--- config.mk ---
export PLATFORM = sky130hd
export DESIGN_NAME = adder_share_ctrl
export DESIGN_NICKNAME = d
export VERILOG_FILES = /design/src/rtl/adder_share_pkg.sv /design/src/rtl/adder_share_ctrl_rr_arbiter.sv /design/src/rtl/adder_share_ctrl.sv
export SDC_FILE = /design/constraint.sdc
export NUM_CORES = 1
export LEC_CHECK = 0
export BUFFER_PORTS_ARGS = -buffer_cell sky130_fd_sc_hd__buf_2
export CAP_MARGIN = 20
export CORE_AREA = 8 8 261 263
export CTS_CLUSTER_DIAMETER = 80
export CTS_CLUSTER_SIZE = 40
export DETAILED_ROUTE_END_ITERATION = 12
export DIE_AREA = 0 0 269 271
export PLACE_DENSITY_LB_ADDON = 0.15
export SLEW_MARGIN = 5
export SYNTH_ARGS = -nofsm -noshare
export SYNTH_HDL_FRONTEND = slang
export SYNTH_SLANG_ARGS = --single-unit
--- constraint.sdc ---
create_clock -name clk -period 4.8 [get_ports clk]
set_input_delay 0 -clock clk [delete_from_list [all_inputs] [get_ports clk]]
set_output_delay 0 -clock clk [all_outputs]
set_load 0.05 [all_outputs]
--- src/rtl/adder_share_pkg.sv ---
// adder_share_pkg
//   Shared definitions for the adder time-sharing controller:
//   sequencer state encoding, operand widths and a saturating increment
//   helper used by the optional statistics counters.
package adder_share_pkg;

  localparam int HALF_W = 32;
  localparam int FULL_W = 64;

  typedef enum logic [2:0] {
    IDLE = 3'd0,
    LO   = 3'd1,
    HI   = 3'd2,
    INC  = 3'd3,
    RESP = 3'd4
  } state_t;

  // Increment that sticks at all-ones instead of wrapping.
  function automatic logic [31:0] sat_inc(input logic [31:0] v);
    return (v == 32'hFFFF_FFFF) ? v : v + 32'd1;
  endfunction

endpackage

--- src/rtl/adder_share_ctrl_rr_arbiter.sv ---
// rr_arbiter
//   Combinational round-robin arbiter. The search starts at ptr and wraps
//   upward; the first asserted request wins.
//   Ports:
//     req       in  NREQ  request vector
//     ptr       in  IDW   highest-priority index for this arbitration
//     en        in  1     grant enable (grant forced to zero when low)
//     grant     out NREQ  one-hot grant (zero when en low or no request)
//     grant_idx out IDW   index of the winning request (valid when any)
//     any       out 1     at least one request asserted
module rr_arbiter #(
  parameter int NREQ = 4,
  parameter int IDW  = $clog2(NREQ)
) (
  input  logic [NREQ-1:0] req,
  input  logic [IDW-1:0]  ptr,
  input  logic            en,
  output logic [NREQ-1:0] grant,
  output logic [IDW-1:0]  grant_idx,
  output logic            any
);

  logic [IDW-1:0] cand;

  // Walk offsets from farthest to nearest so the request closest to ptr
  // (offset 0 first) is the last one written and therefore wins.
  always_comb begin
    cand      = '0;
    grant_idx = '0;
    any       = 1'b0;
    for (int off = NREQ - 1; off >= 0; off--) begin
      cand = IDW'((int'(ptr) + off) % NREQ);
      if (req[cand]) begin
        grant_idx = cand;
        any       = 1'b1;
      end
    end
  end

  always_comb begin
    grant = '0;
    if (en && any) begin
      grant[grant_idx] = 1'b1;
    end
  end

endmodule

--- src/rtl/adder_share_ctrl.sv ---
// adder_share_ctrl
//   Time-shares one external combinational 32-bit adder (cin = 0) among
//   NREQ requesters. Narrow ops take one adder pass; wide (64-bit) ops take
//   three: low halves, high halves, then adding the low carry into the high
//   sum. One operation is in flight at a time.
//   Optional build macro: ADDER_SHARE_STATS_EN adds stat_ops / stat_wide.
//   Ports:
//     clk, rst_n            clock, asynchronous active-low reset
//     req_valid/ready/wide  per-requester handshake and width select
//     req_a, req_b          64 bits per requester, requester i at [64i+63:64i]
//     add_a, add_b          operands to the shared adder
//     add_s, add_cout       result from the shared adder
//     rsp_valid/ready       result handshake
//     rsp_id, rsp_sum, rsp_cout  result owner, 64-bit sum, full-width carry
//     stat_ops, stat_wide   (ADDER_SHARE_STATS_EN only) saturating counters
module adder_share_ctrl
  import adder_share_pkg::*;
#(
  parameter int NREQ = 4,
  parameter int IDW  = $clog2(NREQ)
) (
  input  logic                 clk,
  input  logic                 rst_n,
  input  logic [NREQ-1:0]      req_valid,
  output logic [NREQ-1:0]      req_ready,
  input  logic [NREQ-1:0]      req_wide,
  input  logic [64*NREQ-1:0]   req_a,
  input  logic [64*NREQ-1:0]   req_b,
  output logic [HALF_W-1:0]    add_a,
  output logic [HALF_W-1:0]    add_b,
  input  logic [HALF_W-1:0]    add_s,
  input  logic                 add_cout,
  output logic                 rsp_valid,
  input  logic                 rsp_ready,
  output logic [IDW-1:0]       rsp_id,
  output logic [FULL_W-1:0]    rsp_sum,
  output logic                 rsp_cout
`ifdef ADDER_SHARE_STATS_EN
  ,
  output logic [31:0]          stat_ops,
  output logic [31:0]          stat_wide
`endif
);

  state_t state_reg, state_next;

  logic [IDW-1:0]    ptr_reg;
  logic [FULL_W-1:0] op_a_reg, op_b_reg;
  logic              wide_reg;
  logic [IDW-1:0]    id_reg;
  logic [HALF_W-1:0] sum_lo_reg, sum_hi_reg;
  logic              c_lo_reg, c_hi_reg, c_inc_reg;

  logic [NREQ-1:0]   grant;
  logic [IDW-1:0]    grant_idx;
  logic              grant_any;
  logic              accept;
  logic              rsp_fire;
  logic [IDW-1:0]    ptr_next;

  // Unpack the flat operand buses so the winner can be selected by index.
  logic [FULL_W-1:0] a_arr [NREQ];
  logic [FULL_W-1:0] b_arr [NREQ];

  for (genvar gi = 0; gi < NREQ; gi++) begin : g_unpack
    assign a_arr[gi] = req_a[64*gi +: 64];
    assign b_arr[gi] = req_b[64*gi +: 64];
  end

  rr_arbiter #(
    .NREQ (NREQ),
    .IDW  (IDW)
  ) u_arb (
    .req       (req_valid),
    .ptr       (ptr_reg),
    .en        (state_reg == IDLE),
    .grant     (grant),
    .grant_idx (grant_idx),
    .any       (grant_any)
  );

  assign accept   = (state_reg == IDLE) && grant_any;
  assign rsp_fire = (state_reg == RESP) && rsp_ready;
  assign ptr_next = (grant_idx == IDW'(NREQ - 1)) ? '0 : grant_idx + IDW'(1);

  // State register
  always_ff @(posedge clk or negedge rst_n) begin
    if (!rst_n) begin
      state_reg <= IDLE;
    end else begin
      state_reg <= state_next;
    end
  end

  // Next-state logic
  always_comb begin
    state_next = state_reg;
    case (state_reg)
      IDLE:    if (accept) state_next = LO;
      LO:      state_next = wide_reg ? HI : RESP;
      HI:      state_next = INC;
      INC:     state_next = RESP;
      RESP:    if (rsp_ready) state_next = IDLE;
      default: state_next = IDLE;
    endcase
  end

  // Outputs decoded from state
  always_comb begin
    req_ready = '0;
    add_a     = '0;
    add_b     = '0;
    rsp_valid = 1'b0;
    case (state_reg)
      IDLE: req_ready = grant;
      LO: begin
        add_a = op_a_reg[HALF_W-1:0];
        add_b = op_b_reg[HALF_W-1:0];
      end
      HI: begin
        add_a = op_a_reg[FULL_W-1:HALF_W];
        add_b = op_b_reg[FULL_W-1:HALF_W];
      end
      INC: begin
        // Ripple the low-half carry into the high partial sum.
        add_a = sum_hi_reg;
        add_b = {{(HALF_W-1){1'b0}}, c_lo_reg};
      end
      RESP:    rsp_valid = 1'b1;
      default: ;
    endcase
  end

  // Operation datapath
  always_ff @(posedge clk or negedge rst_n) begin
    if (!rst_n) begin
      ptr_reg    <= '0;
      op_a_reg   <= '0;
      op_b_reg   <= '0;
      wide_reg   <= 1'b0;
      id_reg     <= '0;
      sum_lo_reg <= '0;
      sum_hi_reg <= '0;
      c_lo_reg   <= 1'b0;
      c_hi_reg   <= 1'b0;
      c_inc_reg  <= 1'b0;
    end else begin
      case (state_reg)
        IDLE: begin
          if (accept) begin
            op_a_reg   <= a_arr[grant_idx];
            op_b_reg   <= b_arr[grant_idx];
            wide_reg   <= req_wide[grant_idx];
            id_reg     <= grant_idx;
            ptr_reg    <= ptr_next;
            // Narrow results must read zero in the upper half.
            sum_hi_reg <= '0;
            c_hi_reg   <= 1'b0;
            c_inc_reg  <= 1'b0;
          end
        end
        LO: begin
          sum_lo_reg <= add_s;
          c_lo_reg   <= add_cout;
        end
        HI: begin
          sum_hi_reg <= add_s;
          c_hi_reg   <= add_cout;
        end
        INC: begin
          sum_hi_reg <= add_s;
          c_inc_reg  <= add_cout;
        end
        default: ;
      endcase
    end
  end

  assign rsp_id   = id_reg;
  assign rsp_sum  = {sum_hi_reg, sum_lo_reg};
  // At most one of c_hi / c_inc can be set: a high sum that carried out
  // cannot be all-ones, so the increment pass cannot carry again.
  assign rsp_cout = wide_reg ? (c_hi_reg | c_inc_reg) : c_lo_reg;

`ifdef ADDER_SHARE_STATS_EN
  always_ff @(posedge clk or negedge rst_n) begin
    if (!rst_n) begin
      stat_ops  <= '0;
      stat_wide <= '0;
    end else if (rsp_fire) begin
      stat_ops <= sat_inc(stat_ops);
      if (wide_reg) begin
        stat_wide <= sat_inc(stat_wide);
      end
    end
  end
`else
  logic unused_fire;
  assign unused_fire = rsp_fire;
`endif

endmodule

==> run summary, run 1 <==
At the worst endpoint, the arrival time is 4770 ps. Traced cell by cell, the critical path runs through mux2i_1 > or2_4 > nand3_4 > buf_12 > mux2i_1 > dlygate4sd3_1 > o211ai_2 > dlygate4sd3_1. TritonCTS built the clock tree.

The xor-xnor portion of the synthesized cell area was 0%; the global placement routability congestion was 0.862. The routed design has 83200 microns of wire. The synthesized area per cell is 9.13 sq um. The maximum number of pins on one net before global-route repair came out at 104.

In this run the remaining antenna-violating nets after routing total 0. Yosys synthesis warning count: 0. The number of clock sinks is 203, and the area added between synthesis and finish is 67.4%. The final setup violation count is 0. The number of slew-limit violations in the final report was 0. The min-delay analysis places its worst path in the category in2async. The launching element type of the critical path is a flip-flop. The number of DRC violations after detailed routing was 0; the synthesized instance count was 1509. Multiplexer cells account for 14.5% of the synthesized area. Number of antenna violations at the first check in global routing: 16.

Worst slew margin relative to its limit: 28.2%. The static leakage power is 0.0111 uW. The total number of H-tree levels came out at 1. The number of endpoints with negative hold slack in the final report came out at 0. The buffer cell driving the clock tree root is sky130_fd_sc_hd__clkbuf_16.

After synthesis the cells add up to 13800 sq um. The wire-length estimate of the detail-placed layout is 59700 microns. For the total grt overflow, the log shows 0. The floorplan step set the die height to 271 microns.

The worst-skew pair later-pin latency is 570 ps. The highest attainable clock frequency came out at 0.231 GHz. The largest individual stage delay along the critical path comes from the cell sky130_fd_sc_hd__nand3_4.

The share of the cycle needed by the critical path after routing came out at 90.4%. The run gives 39 as the distinct cell type count after synthesis. Final setup TNS: 0 ps. Dividing the detail-routed via count by the number of cells gives 4.95.

The horizontal die dimension was 269 microns. The synthesized netlist devotes 27.9% of its cell area to compound gates. The run gives 93 as the row count.

The flow ran to the end, and the final reports show no timing, DRC or antenna violations. Counting every net in the synthesized netlist gives 2066. The synthesized netlist devotes 14.3% of its cell area to simple gates. The critical path is of the reg2reg type. For the total CTS buffers, the log shows 25. The count of max-cap constraint violations is 0, and the clock transition at the register clock pins on the worst setup and hold paths after CTS is 70 ps. Once the floorplan was initialized, standard cells occupied 21.6% of the core.

Cells fill 36.1% of the core in the end. After layout, the minimum clock period comes to 4340 ps. Before antenna repair, the detailed router went through 5 iterations. For this run, the post-layout net count is 3055. Pin placement for this block handled 692 I/O pins. The synthesized design contains 203 register bits. Sequential elements use 36.9% of the synthesized area. The via count was 16739; the violation count after the first detailed-route iteration was 1167. The ratio of cells with drive above 1 in the final layout works out to 33.1%.

Setup repair after global routing left no endpoint under its margin. Across the VDD grid, the largest voltage drop is 0.000277 V. The largest stage delay on the critical path is 660 ps, and the total power divided by cell area is 619 nW/um^2.

The fraction of the mapped netlist area in adder cells was 0.0908%; the die area was 72900 sq um. The number of global-route vias before repair was 18128; the wire length of the first global-routing pass was 120000 microns. The logs give 5230 ps for the data required time at the worst endpoint and 21.6% for the global router's overall resource usage.

The count of filler cells inserted in the layout is 6653. By area, the combinational part of the netlist is dominated by compound AO/OA/AOI/OAI gates. Counting along the longest clock path gives a buffer depth of 3. The core region is 63900 sq um. Of all nets on the critical path, the largest fanout is 63. For the pin with the worst max-slew slack, the measured transition is 1070 ps. The endpoint kind of the worst setup timing path was a flip-flop.

Across the routed clock network, the largest skew measured is 26.5 ps. The number of buffer cells added on primary ports came out at 691. In the final routed layout, each cell accounts on average for 24.6 microns.
[cell usage after synthesis, drive strengths merged]
cell type / instances / share of area, %
o211ai: 129 / 8.7
nand3: 1 / 0.073
or2: 2 / 0.091
and2: 1 / 0.045
nor2: 80 / 2.2
a311oi: 1 / 0.064
inv: 5 / 0.14
buf: 62 / 2.9
a211oi: 1 / 0.055
nand4: 129 / 5.9
nor4: 2 / 0.18
mux2i: 163 / 12
a21oi: 39 / 1.4
dfrtp: 203 / 37
a22o: 31 / 2.0
mux2: 33 / 2.7
clkbuf: 118 / 3.2
or4: 1 / 0.055
o31ai: 130 / 7.1
a21o: 131 / 7.1
nand2: 201 / 5.5
nor2b: 2 / 0.091
o21ai: 35 / 1.3
nor3b: 1 / 0.055
nand2b: 4 / 0.18
o21a: 1 / 0.055
ha: 1 / 0.091
nor3: 1 / 0.036
a221oi: 1 / 0.064
[worst paths after layout]
check                                     from        endpoint  slack [ps]  cells after the start
worst max-delay path                ptr_reg[1]    op_a_reg[41]         460                      8
worst min-delay path                     rst_n   sum_hi_reg[9]          80                      2
worst max register to register      ptr_reg[1]    op_a_reg[41]         460                      8
worst min register to register  sum_lo_reg[10]  sum_lo_reg[10]         480                      1
max in group asynchronous                rst_n    op_b_reg[47]        3550                      3
min in group clk                     add_s[26]  sum_hi_reg[26]         210                      4
[worst max-delay path: cells and delay by family, from the launching register on]
kind,cells,cell delay [ps]
buffers and inverters,3,1620
and+or+nand+nor,2,1220
muxes,2,640
DFF,1,420
AOI/OAI and AO/OA,1,80
[cell type report]
cell class                 instances  area, sq um  share of cell area, %
inverter                           5         18.8                 0.0814
tap                              855         1070                   4.64
sequential                       203         5080                   22.0
antenna                           12         30.0                  0.130
multi-input combinational       1121         7940                   34.4
clock inverter                    17          219                  0.950
clock buffer                      29          651                   2.82
timing repair buffer            1142         8050                   34.9
[where the power goes]
group	leakage [uW]	switching, uW	internal (uW)	total, uW
registers	0.00253	571	2500	3070
logic	0.00813	5440	3730	9170
clock network	0.000408	927	1120	2050
[logic make-up after synthesis]
group           count (synthesis)
compound gates                499
simple gates                  425
flops                         203
mux                           196
buf+inv                       185
fa+ha+maj                       1
[metrics by stage]
stage                     hold slack (ps)  area, sq um  std cells  setup WS [ps]  power (uW)
after detailed placement              137        17900       2902           1610       10700
final                                81.9        23100       3384            463       14300
after CTS                             123        23000       3372            556       14500
after floorplan                      -296        13800       1509           2460        8170
after global routing                  153        23000       3380            340       15200
after global placement                149        17800       2899           1700       10600
[placed cells by master (no fill, tap or decap), types with 33 or more instances in the layout]
cell type,n
sky130_fd_sc_hd__o211ai_2,47
sky130_fd_sc_hd__o31ai_1,130
sky130_fd_sc_hd__o21ai_0,33
sky130_fd_sc_hd__dfrtp_1,201
sky130_fd_sc_hd__nor2_1,75
sky130_fd_sc_hd__nand4_1,129
sky130_fd_sc_hd__a21o_1,130
sky130_fd_sc_hd__buf_2,690
sky130_fd_sc_hd__a21oi_1,38
sky130_fd_sc_hd__dlygate4sd3_1,424
sky130_fd_sc_hd__mux2i_1,163
sky130_fd_sc_hd__nand2_1,200
sky130_fd_sc_hd__o211ai_1,82
[per-layer routing]
| metal | up-vias | wire length (microns) | GRT usage, % | share of wire [%] |
|---|---|---|---|---|
| li1 | 7685 | - | - | - |
| met1 | 8162 | 32000 | 25.4 | 38 |
| met2 | 763 | 41400 | 38.2 | 50 |
| met3 | 119 | 6790 | 5.03 | 8.2 |
| met4 | 10 | 2960 | 7.27 | 3.6 |
| met5 | - | 57 | 0 | 0.068 |
[timing repair]
item | CTS | global route
gates resized for setup | 0 | 0
endpoints found under the hold margin | 300 | 0
hold buffers | 424 | 0
buffers inserted | 0 | 0
Power figures use the tool's default switching activity.
==> inputs of run 2 (changes only) <==
==> constraint.sdc (replaced) <==
create_clock -name clk -period 4.8 [get_ports clk]
set_input_delay 0 -clock clk [delete_from_list [all_inputs] [get_ports clk]]
set_output_delay 0 -clock clk [all_outputs]
set_load 0.02 [all_outputs]
==> run 2 against run 1 <==
  * Critical path depth did not move
  * Worst setup slack improved by 330 ps
  * Non-clock buffer count rose by 3
  * Register-to-register slack improved by 330 ps
  * Fmax rose by 8.3%
  * Critical endpoint is now op_b_reg[63]
  * First-iteration DRC count fell by 8.1%
==> run summary, run 2 (synthesis results as in run 1) <==
The signal on the critical path passes through mux2i_1 > or2_4 > nand3_4 > buf_12 > mux2i_1 > dlygate4sd3_1 > o211ai_1 > dlygate4sd3_1. The clock transition at the register clock pins on the worst setup and hold paths after CTS was 90 ps (+20 ps); the number of slew-limit violations in the final report was 0 (unchanged). The tools report the core box area as 63900 sq um (unchanged).

The run gives 7180 uW (-2.3%) as the cell internal power dissipation. The clock network power share was 14.7% (+0.4 points). The critical path ends at op_b_reg[63]. The tools report the first-pass iteration count of the detailed router as 6 (+1). The run gives 800 ps (+330 ps) as the flop-to-flop setup slack.

The buffer cell driving the clock tree root is sky130_fd_sc_hd__clkbuf_16. The logs give 83300 microns (+0.11%) for the final routed wirelength across all metal layers and 0 (unchanged) for the number of nets with antenna violations after detailed routing. The total placed cells including tap cells is 2903 (+0.034%). The final critical delay including setup and external delays is 4000 ps (-334 ps). The tools report the part of the total power dissipated in combinational logic as 62.1% (-2.1 points). The count of pins on the block boundary came out at 692 (unchanged).

TritonCTS built the clock tree. The die span in y was 271 microns (unchanged). The actual slew at the worst max-slew pin was 1060 ps (-17.0 ps); the via count normalized by instance count was 4.94 (-0.13%). The critical path in this run is classified as reg2reg. The post-cts repair resize count came out at 0 (unchanged).

The leading cell type in the layout, fill and taps excluded is sky130_fd_sc_hd__buf_2. The run gives 4440 ps (-330 ps) as the signal arrival time at the worst endpoint. STA classifies the critical path endpoint as a flip-flop. Final setup violation count: 0 (unchanged). The logs give 1 (unchanged) for the total number of H-tree levels and 203 (unchanged) for the number of clock sinks. The run gives 0 (unchanged) as the number of DRC violations after detailed routing.

The worst-skew pair later-pin latency was 570 ps (about the same); the final HPWL from detailed placement was 59200 microns (-0.86%). Horizontal die dimension: 269 microns (unchanged). In this run the critical register-to-register path is launched from ptr_reg[1].

Die area: 72900 sq um (unchanged). The run gives 3385 (+0.030%) as the final standard cell count with taps included and fillers excluded. For the largest clock skew in the final design, the log shows 24.3 ps (-2.19 ps). The logs give 120000 microns (-0.52%) for the wire length of the first global-routing pass and 0 (unchanged) for the count of max-cap constraint violations. The maximum number of pins on one net before global-route repair was 107 (+2.9%); the switching portion of total power was 45.5% (-3.0 points). The share of the cycle needed by the critical path after routing is 83.4% (-7.0 points).

The detailed-route wire length per cell was 24.6 microns (about the same). The row count is 93 (unchanged), and the data required time at the worst endpoint is 5230 ps (about the same). The number of buffers and inverters on the critical path works out to 3 (unchanged). The min-delay analysis places its worst path in the category in2async.

The largest stage delay on the critical path came out at 630 ps (-30 ps). Violation count after the first detailed-route iteration: 1072 (-8.1%). The cell depth of the worst setup path came out at 8 (unchanged).

Top cell family by delay on the critical path: buffers and inverters. The total power divided by cell area is 574 nW/um^2 (-7.4%), and the number of global-route vias before repair is 18241 (+0.62%). The global router's overall resource usage came out at 21.6% (-0.025 points). Relative to the synthesized area, the layout overhead comes to 66.6%. The largest fanout on the critical path was 101 (+60%); the number of buffer cells added on primary ports was 691 (unchanged). The final-stage net count is 3056 (+0.033%). The worst reg-to-reg path cell count came out at 8 (unchanged). Global placement routability congestion: 0.843 (-2.2%).

In this run the worst setup path begins at ptr_reg[1]. The tools report the final setup TNS as 0 ps (unchanged). The critical path's slowest cell was sky130_fd_sc_hd__dlygate4sd3_1. Via count: 16723 (-0.096%). The ratio of cells with drive above 1 in the final layout is 33.1% (about the same), and the number of endpoints with negative hold slack in the final report is 0 (unchanged). The share of power burned in registers was 23.2% (+1.7 points); the switching power was 5990 uW (-14%).

The endpoint identified for the worst register-to-register timing path is op_b_reg[63]. The total CTS buffers is 23 (-8.0%), and the static leakage power is 0.0110 uW (-0.46%). The worst slew margin relative to its limit was 29.6% (+1.4 points); the worst supply voltage drop on vdd was 0.000281 V (+1.4%).

Setup repair after global routing left no endpoint under its margin. STA classifies the critical path startpoint as a flip-flop. The number of antenna violations at the first check in global routing was 18 (+2); the total grt overflow was 0 (unchanged).

The top cell types in the final layout, fill and taps aside, are sky130_fd_sc_hd__buf_2, sky130_fd_sc_hd__dlygate4sd3_1, sky130_fd_sc_hd__dfrtp_1. The starting density of the core is 21.6% (unchanged), and the highest attainable clock frequency is 0.250 GHz (+8.3%). The run finished with clean final reports.

Maximum clock insertion buffer count: 3 (unchanged).
## run 2: through the flow
stage / total power, uW / utilization [%] / cell area (sq um) / setup slack (ps) / hold slack, ps
after floorplan: 7160 / - / 13800 / 2950 / -296
after global placement: 9590 / 27.9 / 17800 / 1300 / 128
after detailed placement: 9640 / 27.9 / 17800 / 1260 / 113
after CTS: 13300 / 35.9 / 22900 / 176 / 32.8
after global routing: 14000 / 35.9 / 22900 / 738 / 86.1
final: 13200 / 35.9 / 23000 / 797 / 62.3
## run 2: per-layer routing
metal | vias up | wire [microns] | GRT usage, %
li1 | 7680 | - | -
met1 | 8188 | 32200 | 24.9
met3 | 101 | 6060 | 4.75
met5 | - | 44 | 0
met2 | 746 | 42700 | 39.7
met4 | 8 | 2320 | 5.58
## run 2: what timing repair did
item	in CTS	in global routing
buffers inserted	0	0
endpoints found under the hold margin	303	0
hold buffers	425	0
## run 2: how the worst min path moves through the flow
stage / cells past startpoint / to / from / slack, ps
6_report: 2 / sum_hi_reg[8] / rst_n / 60
5_1_grt: 3 / state_reg[0] / req_valid[1] / 90
4_1_cts: 3 / state_reg[0] / req_valid[1] / 30
3_5_place_dp: 1 / sum_hi_reg[4] / rst_n / 110
3_3_place_gp: 1 / sum_lo_reg[7] / rst_n / 130
2_1_floorplan: 0 / c_hi_reg / rst_n / -300
## run 2: worst reg2reg max path: cells and delay by family, from the launching register on
kind                   cells  cell delay, ps
DFF                        1             420
buffers and inverters      3            1420
AOI/OAI and AO/OA          1              80
muxes                      2            1160
and+or+nand+nor            2             810
## run 2: power by group through the flow
| stage | clock network, uW | registers [uW] | logic, uW |
|---|---|---|---|
| floorplan | 0 | 3110 | 4050 |
| global placement | 0 | 3090 | 6500 |
| detailed placement | 0 | 3110 | 6540 |
| CTS | 2000 | 3070 | 8200 |
| global route | 2060 | 3150 | 8810 |
| finish | 1940 | 3060 | 8170 |
## run 2: final cells by class
type / count / area [sq um]
Inverter: 5 / 18.8
Timing Repair Buffer: 1145 / 8020
Clock buffer: 24 / 579
Sequential cell: 203 / 5080
Tap cell: 855 / 1070
Fill cell: 6697 / 40900
Antenna cell: 14 / 35.0
Multi-Input combinational cell: 1121 / 7940
Clock inverter: 18 / 220
==> inputs of run 3 (changes only) <==
--- a/config.mk
+++ b/config.mk
@@ -7,11 +7,11 @@
 export LEC_CHECK = 0
 export BUFFER_PORTS_ARGS = -buffer_cell sky130_fd_sc_hd__buf_2
 export CAP_MARGIN = 20
-export CORE_AREA = 8 8 261 263
+export CORE_AREA = 8 8 265 267
 export CTS_CLUSTER_DIAMETER = 80
 export CTS_CLUSTER_SIZE = 40
 export DETAILED_ROUTE_END_ITERATION = 12
-export DIE_AREA = 0 0 269 271
+export DIE_AREA = 0 0 273 275
 export PLACE_DENSITY_LB_ADDON = 0.15
 export SLEW_MARGIN = 5
 export SYNTH_ARGS = -nofsm -noshare
==> constraint.sdc (replaced) <==
create_clock -name clk -period 3.5 [get_ports clk]
set_input_delay 0 -clock clk [delete_from_list [all_inputs] [get_ports clk]]
set_output_delay 0 -clock clk [all_outputs]
set_load 0.02 [all_outputs]
==> run 3 against run 2 <==
  * First-iteration DRC count down 8.8%
  * Die area up 3.0%
  * Cell count up 0.83%
  * Critical path type unchanged
  * Largest cell class unchanged
  * Highest routed layer unchanged
==> run summary, run 3 (synthesis results as in run 1) <==
The final critical delay including setup and external delays is 3370 ps (-630 ps), and the actual slew at the worst max-slew pin is 1090 ps (+36.2 ps). The worst hold slack across all endpoints is 36.8 ps (-25.4 ps), and the total number of H-tree levels is 1 (unchanged). The reg-to-reg endpoint is op_b_reg[59]. The logs give 977 ps (-280 ps) for the placement-stage worst setup slack and 0 (unchanged) for the total grt overflow. The run gives 3970 ps (-1260 ps) as the data required time at the worst endpoint. Worst reg-to-reg path cell count: 8 (unchanged). The count of max-cap constraint violations was 0 (unchanged); the number of nets with antenna violations after detailed routing was 0 (unchanged). For the maximum number of pins on one net before global-route repair, the log shows 130 (+21%).

The first-pass iteration count of the detailed router was 5 (-1). For the static leakage power, the log shows 0.0111 uW (+0.66%). The logs give 18404 (+0.89%) for the number of global-route vias before repair and 20.8% (-0.79 points) for the starting density of the core. The flop-to-flop setup slack was 130 ps (-670 ps). The row count was 95 (+2.2%); the clock transition at the register clock pins on the worst setup and hold paths after CTS was 80 ps (about the same). Setup repair after global routing could not meet its margin everywhere. The run gives 3 (unchanged) as the maximum clock insertion buffer count. The horizontal die dimension came out at 273 microns (+1.5%). The worst setup path is launched from a flip-flop. The worst supply voltage drop on vdd was 0.000411 V (+46%).

The detailed-route wire length per cell was 24.7 microns (+0.17%). Global router's overall resource usage: 21.1% (-0.49 points). The buffer cell driving the clock tree root was sky130_fd_sc_hd__clkbuf_16. TritonCTS built the clock tree. The logs give 66300 sq um (+3.8%) for the core box area and 203 (unchanged) for the number of clock sinks. The largest fanout on the critical path was 47 (-53%). The worst hold path belongs to the class in2async. The final routed wirelength across all metal layers came out at 84200 microns (+1.0%). The endpoint kind of the worst setup timing path was a flip-flop. The tools report the largest clock skew in the final design as 26.6 ps (+2.30 ps). The ratio of cells with drive above 1 in the final layout works out to 33.6% (+0.48 points). The share of the cycle needed by the critical path after routing came out at 96.4% (+13 points).

The run gives 75100 sq um (+3.0%) as the die area. Leading cell type in the layout, fill and taps excluded: sky130_fd_sc_hd__buf_2. In the layout the commonest cells are sky130_fd_sc_hd__buf_2, sky130_fd_sc_hd__dlygate4sd3_1, sky130_fd_sc_hd__dfrtp_1.

The number of antenna violations at the first check in global routing is 20 (+2), and the number of slew-limit violations in the final report is 0 (unchanged). The number of endpoints with negative hold slack in the final report was 0 (unchanged); the total CTS buffers was 22 (-4.3%). The worst setup margin is 127 ps (-670 ps). The signal arrival time at the worst endpoint was 3850 ps (-590 ps). For the final setup violation count, the log shows 0 (unchanged).

From synthesis to final layout, the design area changed by 67.9%. The via count normalized by instance count was 4.93 (-0.26%). The worst-skew pair later-pin latency came out at 550 ps (-20 ps). Wire length of the first global-routing pass: 121000 microns (+1.4%). The tools report the highest attainable clock frequency as 0.296 GHz (+19%).

The critical path is of the reg2reg type. Final-stage net count: 3073 (+0.56%). The count of pins on the block boundary is 692 (unchanged).

The worst register-to-register path begins at ptr_reg[1]. The total power divided by cell area came out at 779 nW/um^2 (+36%). The number of buffer cells added on primary ports was 691 (unchanged); the final HPWL from detailed placement was 60600 microns (+2.5%). The worst slew margin relative to its limit is 27.1% (-2.6 points). The logs give 0.850 (+0.89%) for the global placement routability congestion and 16817 (+0.56%) for the via count. The run finished with clean final reports. The tools report the number of DRC violations after detailed routing as 0 (unchanged).

The violation count after the first detailed-route iteration came out at 978 (-8.8%). Die span in y: 275 microns (+1.5%).
==> run 3: changes by cell type in the layout (fill, tap and decap cells not counted), sizes merged <==
cell / change
buf: +17
clkinvlp: +3
clkinv: -2
dlygate4sd3: -1
inv: -4
diode: -5
a21o: +2
==> run 3: where the power goes <==
part	internal [uW]	switching, uW	total [uW]
Sequential	3420	875	4300
Combinational	5160	6070	11200
Clock	1280	1210	2490
Total	9860	8160	18000
==> run 3: final cells by class <==
cell class | count | area [sq um]
clock buffers | 24 | 589
inverters | 5 | 18.8
diodes | 9 | 22.5
repair buffers | 1161 | 8220
well taps | 873 | 1090
multi-input cells | 1123 | 7960
flip-flops and latches | 203 | 5080
fillers | 6971 | 43200
clock inverters | 15 | 155
==> run 3: critical path: stages, from the launching register on <==
cell	delay, ps
sky130_fd_sc_hd__dfrtp_1	430
sky130_fd_sc_hd__nand2b_2	290
sky130_fd_sc_hd__a21oi_4	510
sky130_fd_sc_hd__buf_6	460
sky130_fd_sc_hd__o31ai_1	150
sky130_fd_sc_hd__a21o_1	200
sky130_fd_sc_hd__dlygate4sd3_1	550
sky130_fd_sc_hd__o211ai_1	70
sky130_fd_sc_hd__dlygate4sd3_1	560
==> run 3: worst max-delay path by stage <==
stage | start | to | slack [ps] | cells past startpoint
after floorplan | ptr_reg[1] | ptr_reg[1] | 1650 | 11
after global placement | ptr_reg[1] | op_b_reg[26] | 1010 | 6
after detailed placement | ptr_reg[1] | op_a_reg[26] | 980 | 6
after CTS | ptr_reg[1] | op_b_reg[56] | 40 | 8
after global routing | ptr_reg[1] | op_b_reg[59] | -40 | 8
final | ptr_reg[1] | op_b_reg[59] | 130 | 8
==> run 3: metrics by stage <==
stage               total power (uW)  utilization [%]  instances  area [sq um]  TNS (ps)
floorplan                       9820                -       1509         13800         0
global route                   19200             34.9       3409         23100      -159
CTS                            18200             34.8       3400         23100         0
finish                         18000             34.9       3413         23100         0
global placement               13300             27.3       2937         18100         0
detailed placement             13400             27.3       2937         18100         0
==> run 3: routing by layer <==
| metal | part of all wire (%) | wire length, microns | GRT usage [%] | vias to the layer above |
|---|---|---|---|---|
| met5 | 0.12 | 98 | 0 | - |
| met4 | 2.8 | 2370 | 5.42 | 16 |
| met3 | 7.0 | 5910 | 4.81 | 123 |
| met2 | 50 | 42300 | 38.2 | 741 |
| met1 | 40 | 33500 | 25.0 | 8232 |
| li1 | - | - | - | 7705 |
==> run 3: timing repair <==
action	in CTS	in global routing
hold buffers	424	0
gates resized for setup	0	4
endpoints found under the setup margin	0	40
setup buffers	0	2
endpoints found under the hold margin	350	0
